$ cat config.mk
export PLATFORM = sky130hd
export DESIGN_NAME = sweep_sequencer_flat
export DESIGN_NICKNAME = d
export VERILOG_FILES = /design/src/rtl/sweep_sequencer_if.sv /design/src/rtl/sweep_sequencer.sv /design/src/flat_wrapper.sv
export SDC_FILE = /design/constraint.sdc
export NUM_CORES = 1
export LEC_CHECK = 0
export CORE_MARGIN = 4
export CORE_UTILIZATION = 40
export CTS_BUF_LIST = sky130_fd_sc_hd__clkbuf_16
export CTS_CLUSTER_DIAMETER = 50
export DETAILED_ROUTE_END_ITERATION = 16
export GPL_TIMING_DRIVEN = 0
export SYNTH_ARGS = -nofsm -noshare
export SYNTH_HDL_FRONTEND = slang
export SYNTH_SLANG_ARGS = --single-unit
$ cat constraint.sdc
create_clock -name sys_clk -period 22.1 [get_ports sys_clk]
set_clock_uncertainty 0.1 [all_clocks]
set_input_delay 3.315 -clock sys_clk [delete_from_list [all_inputs] [get_ports sys_clk]]
set_output_delay 3.315 -clock sys_clk [all_outputs]
set_load 0.005 [all_outputs]
$ cat src/rtl/sweep_sequencer_if.sv
// Result handshake bundle between the sweep sequencer and the CPU-side consumer.
interface sweep_sequencer_if #(
  parameter int PW = 19,
  parameter int DW = 16
);
  logic                 res_valid;
  logic                 res_ready;
  logic [15:0]          res_idx;
  logic [PW-1:0]        res_inc;
  logic signed [DW-1:0] res_x;
  logic signed [DW-1:0] res_y;

  modport master (
    output res_valid, res_idx, res_inc, res_x, res_y,
    input  res_ready
  );

  modport slave (
    input  res_valid, res_idx, res_inc, res_x, res_y,
    output res_ready
  );
endinterface

$ cat src/rtl/sweep_sequencer.sv
// Frequency-sweep controller: steps the downconversion phase increment, waits a
// settle interval of decimated strobes, averages 2^k I/Q samples and offers
// each per-step average on a valid/ready port.
module sweep_sequencer #(
  parameter int PW = 19,
  parameter int DW = 16,
  parameter int CW = 16
) (
  input  logic                 sys_clk,
  input  logic                 rst,
  input  logic                 start,
  input  logic                 abort,
  input  logic [PW-1:0]        cfg_f_start,
  input  logic [PW-1:0]        cfg_f_step,
  input  logic [15:0]          cfg_n_steps,
  input  logic [CW-1:0]        cfg_settle,
  input  logic [3:0]           cfg_avg_log2,
  input  logic                 ce_down,
  input  logic signed [DW-1:0] sample_x,
  input  logic signed [DW-1:0] sample_y,
  output logic [PW-1:0]        phase_inc_down,
  sweep_sequencer_if.master    res,
  output logic                 busy,
  output logic                 done,
  output logic                 overrun
);

  localparam int AW = DW + 10;

  typedef enum logic [1:0] {
    IDLE   = 2'd0,
    SETTLE = 2'd1,
    ACCUM  = 2'd2,
    OUTPUT = 2'd3
  } state_t;

  // Averaging depth above 10 would overflow the DW+10 accumulator, so cap it.
  function automatic logic [3:0] clamp_k(input logic [3:0] k);
    return (k > 4'd10) ? 4'd10 : k;
  endfunction

  state_t               state_r, state_nx;
  logic [PW-1:0]        phase_r, phase_nx;
  logic [PW-1:0]        step_r, step_nx;
  logic [15:0]          nsteps_r, nsteps_nx;
  logic [CW-1:0]        settle_r, settle_nx;
  logic [3:0]           k_r, k_nx;
  logic [15:0]          idx_r, idx_nx;
  logic [CW-1:0]        scnt_r, scnt_nx;
  logic [10:0]          acnt_r, acnt_nx;
  logic signed [AW-1:0] acc_x_r, acc_x_nx, acc_y_r, acc_y_nx;
  logic signed [AW-1:0] sum_x_s, sum_y_s;
  logic [10:0]          acc_last_s;
  logic                 resv_r, resv_nx;
  logic [15:0]          res_idx_r, res_idx_nx;
  logic [PW-1:0]        res_inc_r, res_inc_nx;
  logic signed [DW-1:0] res_x_r, res_x_nx, res_y_r, res_y_nx;
  logic                 busy_r, done_r, done_nx, ovr_r, ovr_nx;

  assign sum_x_s    = acc_x_r + {{10{sample_x[DW-1]}}, sample_x};
  assign sum_y_s    = acc_y_r + {{10{sample_y[DW-1]}}, sample_y};
  assign acc_last_s = (11'd1 << k_r) - 11'd1;

  // Next-state and next-datapath decode; abort overrides every state.
  always_comb begin
    state_nx   = state_r;
    phase_nx   = phase_r;
    step_nx    = step_r;
    nsteps_nx  = nsteps_r;
    settle_nx  = settle_r;
    k_nx       = k_r;
    idx_nx     = idx_r;
    scnt_nx    = scnt_r;
    acnt_nx    = acnt_r;
    acc_x_nx   = acc_x_r;
    acc_y_nx   = acc_y_r;
    resv_nx    = resv_r;
    res_idx_nx = res_idx_r;
    res_inc_nx = res_inc_r;
    res_x_nx   = res_x_r;
    res_y_nx   = res_y_r;
    done_nx    = 1'b0;
    ovr_nx     = ovr_r;
    if (abort) begin
      state_nx = IDLE;
      resv_nx  = 1'b0;
      scnt_nx  = CW'(0);
      acnt_nx  = 11'd0;
      acc_x_nx = AW'(0);
      acc_y_nx = AW'(0);
    end else begin
      case (state_r)
        IDLE: begin
          if (start) begin
            if (cfg_n_steps == 16'd0) begin
              done_nx = 1'b1;
            end else begin
              step_nx   = cfg_f_step;
              nsteps_nx = cfg_n_steps;
              settle_nx = cfg_settle;
              k_nx      = clamp_k(cfg_avg_log2);
              phase_nx  = cfg_f_start;
              idx_nx    = 16'd0;
              scnt_nx   = CW'(0);
              ovr_nx    = 1'b0;
              state_nx  = SETTLE;
            end
          end else begin
            state_nx = IDLE;
          end
        end
        SETTLE: begin
          if (settle_r == CW'(0)) begin
            state_nx = ACCUM;
            acnt_nx  = 11'd0;
            acc_x_nx = AW'(0);
            acc_y_nx = AW'(0);
          end else if (ce_down) begin
            // The strobe that completes the settle interval is discarded.
            if (scnt_r == settle_r - CW'(1)) begin
              state_nx = ACCUM;
              scnt_nx  = CW'(0);
              acnt_nx  = 11'd0;
              acc_x_nx = AW'(0);
              acc_y_nx = AW'(0);
            end else begin
              scnt_nx = scnt_r + CW'(1);
            end
          end else begin
            scnt_nx = scnt_r;
          end
        end
        ACCUM: begin
          if (ce_down) begin
            acc_x_nx = sum_x_s;
            acc_y_nx = sum_y_s;
            if (acnt_r == acc_last_s) begin
              state_nx   = OUTPUT;
              acnt_nx    = 11'd0;
              resv_nx    = 1'b1;
              res_x_nx   = DW'(sum_x_s >>> k_r);
              res_y_nx   = DW'(sum_y_s >>> k_r);
              res_idx_nx = idx_r;
              res_inc_nx = phase_r;
            end else begin
              acnt_nx = acnt_r + 11'd1;
            end
          end else begin
            acnt_nx = acnt_r;
          end
        end
        OUTPUT: begin
          // Strobes arriving while the result is pending are lost.
          if (ce_down) begin
            ovr_nx = 1'b1;
          end else begin
            ovr_nx = ovr_r;
          end
          if (resv_r && res.res_ready) begin
            resv_nx = 1'b0;
            if (idx_r == nsteps_r - 16'd1) begin
              state_nx = IDLE;
              done_nx  = 1'b1;
            end else begin
              idx_nx   = idx_r + 16'd1;
              phase_nx = phase_r + step_r;
              scnt_nx  = CW'(0);
              state_nx = SETTLE;
            end
          end else begin
            resv_nx = resv_r;
          end
        end
        default: begin
          state_nx = IDLE;
          resv_nx  = 1'b0;
        end
      endcase
    end
  end

  // FSM state register.
  always_ff @(posedge sys_clk or posedge rst) begin
    if (rst) begin
      state_r <= IDLE;
    end else begin
      state_r <= state_nx;
    end
  end

  // Datapath, shadow configuration and registered outputs.
  always_ff @(posedge sys_clk or posedge rst) begin
    if (rst) begin
      phase_r   <= PW'(0);
      step_r    <= PW'(0);
      nsteps_r  <= 16'd0;
      settle_r  <= CW'(0);
      k_r       <= 4'd0;
      idx_r     <= 16'd0;
      scnt_r    <= CW'(0);
      acnt_r    <= 11'd0;
      acc_x_r   <= AW'(0);
      acc_y_r   <= AW'(0);
      resv_r    <= 1'b0;
      res_idx_r <= 16'd0;
      res_inc_r <= PW'(0);
      res_x_r   <= DW'(0);
      res_y_r   <= DW'(0);
      busy_r    <= 1'b0;
      done_r    <= 1'b0;
      ovr_r     <= 1'b0;
    end else begin
      phase_r   <= phase_nx;
      step_r    <= step_nx;
      nsteps_r  <= nsteps_nx;
      settle_r  <= settle_nx;
      k_r       <= k_nx;
      idx_r     <= idx_nx;
      scnt_r    <= scnt_nx;
      acnt_r    <= acnt_nx;
      acc_x_r   <= acc_x_nx;
      acc_y_r   <= acc_y_nx;
      resv_r    <= resv_nx;
      res_idx_r <= res_idx_nx;
      res_inc_r <= res_inc_nx;
      res_x_r   <= res_x_nx;
      res_y_r   <= res_y_nx;
      busy_r    <= (state_nx != IDLE);
      done_r    <= done_nx;
      ovr_r     <= ovr_nx;
    end
  end

  assign phase_inc_down = phase_r;
  assign res.res_valid  = resv_r;
  assign res.res_idx    = res_idx_r;
  assign res.res_inc    = res_inc_r;
  assign res.res_x      = res_x_r;
  assign res.res_y      = res_y_r;
  assign busy           = busy_r;
  assign done           = done_r;
  assign overrun        = ovr_r;

endmodule
$ cat src/flat_wrapper.sv
// flat-port wrapper written by rule: the top's interface ports become plain ports
module sweep_sequencer_flat 
#(
  parameter int PW = 19,
  parameter int DW = 16,
  parameter int CW = 16
)
  (sys_clk, rst, start, abort, cfg_f_start, cfg_f_step, cfg_n_steps, cfg_settle, cfg_avg_log2, ce_down, sample_x, sample_y, phase_inc_down, busy, done, overrun, res_res_valid, res_res_idx, res_res_inc, res_res_x, res_res_y, res_res_ready);
  sweep_sequencer_if #(.PW(PW), .DW(DW)) res_i ();
  input  logic sys_clk;
  input  logic rst;
  input  logic start;
  input  logic abort;
  input  logic [PW-1:0] cfg_f_start;
  input  logic [PW-1:0] cfg_f_step;
  input  logic [15:0] cfg_n_steps;
  input  logic [CW-1:0] cfg_settle;
  input  logic [3:0] cfg_avg_log2;
  input  logic ce_down;
  input  logic signed [DW-1:0] sample_x;
  input  logic signed [DW-1:0] sample_y;
  output logic [PW-1:0] phase_inc_down;
  output logic busy;
  output logic done;
  output logic overrun;
  output wire logic [$bits(res_i.res_valid)-1:0] res_res_valid;
  output wire logic [$bits(res_i.res_idx)-1:0] res_res_idx;
  output wire logic [$bits(res_i.res_inc)-1:0] res_res_inc;
  output wire logic [$bits(res_i.res_x)-1:0] res_res_x;
  output wire logic [$bits(res_i.res_y)-1:0] res_res_y;
  input wire logic [$bits(res_i.res_ready)-1:0] res_res_ready;
  assign res_res_valid = res_i.res_valid;
  assign res_res_idx = res_i.res_idx;
  assign res_res_inc = res_i.res_inc;
  assign res_res_x = res_i.res_x;
  assign res_res_y = res_i.res_y;
  assign res_i.res_ready = res_res_ready;
  sweep_sequencer #(.PW(PW), .DW(DW), .CW(CW)) u_core (.sys_clk(sys_clk), .rst(rst), .start(start), .abort(abort), .cfg_f_start(cfg_f_start), .cfg_f_step(cfg_f_step), .cfg_n_steps(cfg_n_steps), .cfg_settle(cfg_settle), .cfg_avg_log2(cfg_avg_log2), .ce_down(ce_down), .sample_x(sample_x), .sample_y(sample_y), .phase_inc_down(phase_inc_down), .res(res_i), .busy(busy), .done(done), .overrun(overrun));
endmodule
* Word level (Yosys, flattened, before mapping)
Index checks and enable logic that the tools add are counted.
W data, S select, Z words.
** Word-level totals
- Flip-flop bits (word level) :: 242
- Logic and storage cells :: 131
** Operators by class
- $add $sub $neg :: 9
- $lt $le $gt $ge :: 1
- Equal/unequal tests :: 21
- Shift operators :: 3
- Muxes and demuxes :: 60
- Bitwise gates (word level) :: 2
- Reduce and logical (&&, ||, !) cells :: 16
** Operators with widths (count)
- $mux W26 :: 7
- $mux W16 :: 10
- $pmux W26 S2 :: 2
- $mux W19 :: 4
- $mux W11 :: 6
- $add A26 B26 Y26 :: 2
- $sshr A26 B4 Y16 :: 2
- $pmux W16 S3 :: 1
- $pmux W19 S2 :: 1
- $add A16 B1 Y16 const B :: 2
- $eq A16 B16 Y1 :: 2
- $logic_not A16 Y1 :: 2
- $pmux W16 S2 :: 1
- $sub A16 B1 Y16 const B :: 2
- $pmux W11 S2 :: 1
- $add A19 B19 Y19 :: 1
- $mux W2 :: 9
- $ne A3 B3 Y1 const B :: 6
- $reduce_and A4 Y1 :: 4
- $mux W1 :: 13
- $add A11 B1 Y11 const B :: 1
- $eq A11 B11 Y1 :: 1
- $shl A1 B4 Y11 const A :: 1
- $sub A11 B1 Y11 const B :: 1
- other kinds (20) :: 30

* Logic depth before layout (Yosys ltp)
- Word-level depth :: 8
- Gate-level depth with buffers :: 17
- Gate-level depth less buffers :: 13

* Least setup slack after synthesis
No wires, ideal clock.
- Path type :: in2reg
- Start point :: input sample_y[0]
- End point :: register u_core.res_y_r[9] (netlist: u_core.res.res_y[9])
- Data arrival time :: 6369 ps
- Setup slack :: 15507 ps
- Stages :: 11
- Cells stage by stage :: ha_1 fa_1 a21o_1 a221oi_2 o21ai_1 a21oi_2 o21ai_0 and3_1 mux4_2 mux4_2 mux2_2
** On the way
- Longest elaborated chain between the ends :: 2
** Ends and longest elaborated chain
- start, declared :: line flat_wrapper.sv:21 : input logic signed [DW-1:0] sample_y;
- $add A26 B26 Y26 :: line sweep_sequencer.sv:61 : assign sum_y_s = acc_y_r + {{10{sample_y[DW-1]}}, sample_y};
- $sshr A26 B4 Y16 :: line sweep_sequencer.sv:142 : res_y_nx = DW'(sum_y_s >>> k_r);
- end signal, assigned :: line sweep_sequencer.sv:227 : res_y_r <= res_y_nx;
- end, declared :: line sweep_sequencer.sv:57 : logic signed [DW-1:0] res_x_r, res_x_nx, res_y_r, res_y_nx;
Every way passes these cells.
A chain may end at the register's enable or synchronous reset.

* Final worst setup path
- Start point :: input sample_y[15]
- End point :: register u_core.res_y_r[11] (netlist: u_core.res.res_y[11])
The elaborated chain is that of the path after synthesis.

==> metrics.txt <==
status=finished clean; register area share after synthesis=0.325; main combinational cell family by area after synthesis=compound AO/OA/AOI/OAI gates; simple-gate area share of the yosys netlist=0.216; Die Footprint=around 50000 sq um; Area contributors post-synth=dfrtp_1 (32%), nand2_1 (6.7%), ha_1 (5.2%); Via density=about 6; DR iter-0 viols=1700; R2R Setup Slk=roughly 16000 ps; R2R depth=16; DP Area=around 21000 sq um; Max-Slew Margin vs Limit=0.176; CTS clk-pin slew, worst paths=roughly 60 ps; Post-synth EDFFs=0; Max Freq=134 MHz; multi-input logic area=11800 sq um; synth-to-layout area growth=22.3%; CP Buf/Inv Count=2; worst setup margin=14660 ps; Hold WC Path Type=register to register; Yosys top cell area share=0.325; Final Power=2.68 mW; HPWL Detailed=56.6 mm; clock latency on the worst-skew pair=570 ps; row count=around 80; # setup viols final=0; die height=about 220 um; most common flop cell mapped by yosys=dfrtp_1; Starting Density=0.408; first-pass GRT wire length=110 mm; xor and xnor area share after synthesis=0.0498; Yosys top cell by area=dfrtp_1; type of the worst setup path=primary input to register; slowest stage cell, crit path=clkdlybuf4s50_1; port bufs=200; Synth Warn #=0; Detail Route Antenna Nets=0; CP top delay family=compound AO/OA/AOI/OAI gates; critical path's largest stage delay=940 ps; mux cell area share after synthesis=0.0804; Die Wd=roughly 220 um; Num CTS Buffers=38; drt wl/cell=around 23 um; Placement Setup Slack=14210 ps; critical path peak fanout=12; RSZ-0062 raised after global routing=false; Synth Area in Compound Gates=0.234; Slew Viols, Final=0; mean post-synth cell area=8.39 sq um; Tot GR Track Use=0.280; grt ovf=0; IO Pins=202; setup TNS=0 ps; reg-to-reg endpoint=u_core.res.res_idx[13]; Hold Fails Final Rpt=0; worst hold start=u_core.res.res_idx[2]; async set or reset register ratio after synthesis=1.00; vias in the first global route=18400; fillers=4486; Synth Area in Adders=0.0556; minimum clock period=7440 ps; CP endpoint kind=register; DR vias=approximately 19000; Pre-antenna DRT Iters=8; Cell Area, Synth=between 15000 and 20000 sq um; H-tree depth=2; final WL=between 70 and 80 mm; initial antenna violation count=2; post-synthesis cell count=2222; Worst Hold Path EP=u_core.res.res_idx[2]; worst flop-to-flop path startpoint=u_core.k_r[1]; worst hold slack=365 ps; CP dominant cell by count=nor2_1; # DRC=0; critical path, cell by cell=clkdlybuf4s50_1, ha_1, clkbuf_1, nand2_1, nor2_1, a211oi_1, o41ai_1, xnor2_1, mux2_2, a21boi_0, a2111oi_0, nor2_1; PwrDens=118 nW/um^2; fin nets=2657; Final Cell Area=22800 sq um; period utilization=0.337; commonest non-fill, non-tap cell in the layout=nand2_1; P_leak=9.74 nW; Core Area=45700 sq um; Root Buffer Master=clkbuf_16; Data arrival, critical path=roughly 7800 ps; Synth Register Bits=242; clk buf depth=3; Max Cap Violations=0; most frequent cells in the layout=nand2_1 (331), dfrtp_1 (242), clkdlybuf4s50_1 (200); WP data required=roughly 22000 ps; critical path launch point type=primary input; largest net degree at the start of global routing=105; Net Count, Synth=2415; CTS Sinks=242; Hold Path Cell Cnt=2; hold-fix buffers at CTS=0; share of layout cells above drive strength 1=0.0770; Worst-Margin Slew=1230 ps; Post-CTS Repair Setup Buffers=0; GPL Wtd Cong=0.982; CTS tree=built; Storage cell area=6060 sq um; Worst VDD drop=around 0.000075 V; post-synthesis cell type count=96; Gates resized, CTS repair=0
==> stage by stage <==
step	cells	util
after floorplan	2222	-
after global placement	3022	0.468
after detailed placement	3024	0.470
after CTS	3093	0.499
after global routing	3093	0.499
final	3094	0.499
==> synth_stat cells, drive strengths merged (48+ instances only) <==
library cell / number
inv: 48
xnor2: 72
clkbuf: 99
dfrtp: 242
nand2: 331
mux2: 55
nor2: 186
mux2i: 54
o31ai: 57
o21ai: 170
ha: 78
a21oi: 115
==> state kept, by name, summed over array words and instances (netlist names) <==
register               count
u_core.busy                1
u_core.res.res_idx        16
u_core.nsteps_r           16
u_core.overrun             1
u_core.res.res_valid       1
u_core.res.res_x          16
u_core.done                1
u_core.phase_inc_down     19
u_core.k_r                 4
u_core.res.res_inc        19
u_core.state_r             2
u_core.acc_y_r            26
u_core.settle_r           16
u_core.res.res_y          16
u_core.acc_x_r            26
u_core.step_r             19
u_core.scnt_r             16
u_core.idx_r              16
u_core.acnt_r             11
==> routing by layer <==
metal / global-route usage / wire length, um
met5: 0 / 20
met4: 0.0947 / 2520
met3: 0.0620 / 4910
met2: 0.462 / 33900
met1: 0.366 / 31200
==> worst max path at each step <==
stage,from,to,slack (ps),depth (start not counted)
CTS,sample_y[15],u_core.res.res_y[9],14800,12
detailed placement,sample_y[15],u_core.res.res_y[9],14210,12
global placement,rst,u_core.res.res_idx[7],8330,2
floorplan,rst,u_core.acc_x_r[0],12040,1
global route,sample_y[15],u_core.res.res_y[11],14500,12
finish,sample_y[15],u_core.res.res_y[11],14660,12
==> cells by family after synthesis <==
group,Yosys count
flops,242
buf+inv,182
mux,124
simple gates,847
fa+ha+maj,81
compound gates,640
xor+xnor,106
==> where the power goes <==
| part | internal (mW) | switching, mW | total [mW] |
|---|---|---|---|
| clock | 0.391 | 0.243 | 0.634 |
| sequential | 0.527 | 0.0995 | 0.627 |
| combinational | 0.547 | 0.870 | 1.42 |
| total | 1.46 | 1.21 | 2.68 |
==> layout make-up <==
type | instances | share of cell area
Tap cell | 600 | 0.0330
Inverter | 50 | 0.00857
Multi-Input combinational cell | 1798 | 0.520
Timing Repair Buffer | 202 | 0.0903
Buffer | 132 | 0.0241
Antenna cell | 1 | 0.000110
Sequential cell | 242 | 0.266
Clock inverter | 31 | 0.0165
Clock buffer | 38 | 0.0417
==> worst reg2reg max path, delay by kind of cell, from the launching register on <==
kind | cells | cell delay [ps]
compound gates | 2 | 490
simple gates | 8 | 3050
fa+ha+maj | 1 | 300
buf+inv | 5 | 2040
flops | 1 | 370
Note: power is estimated with default switching activity, not from simulation.
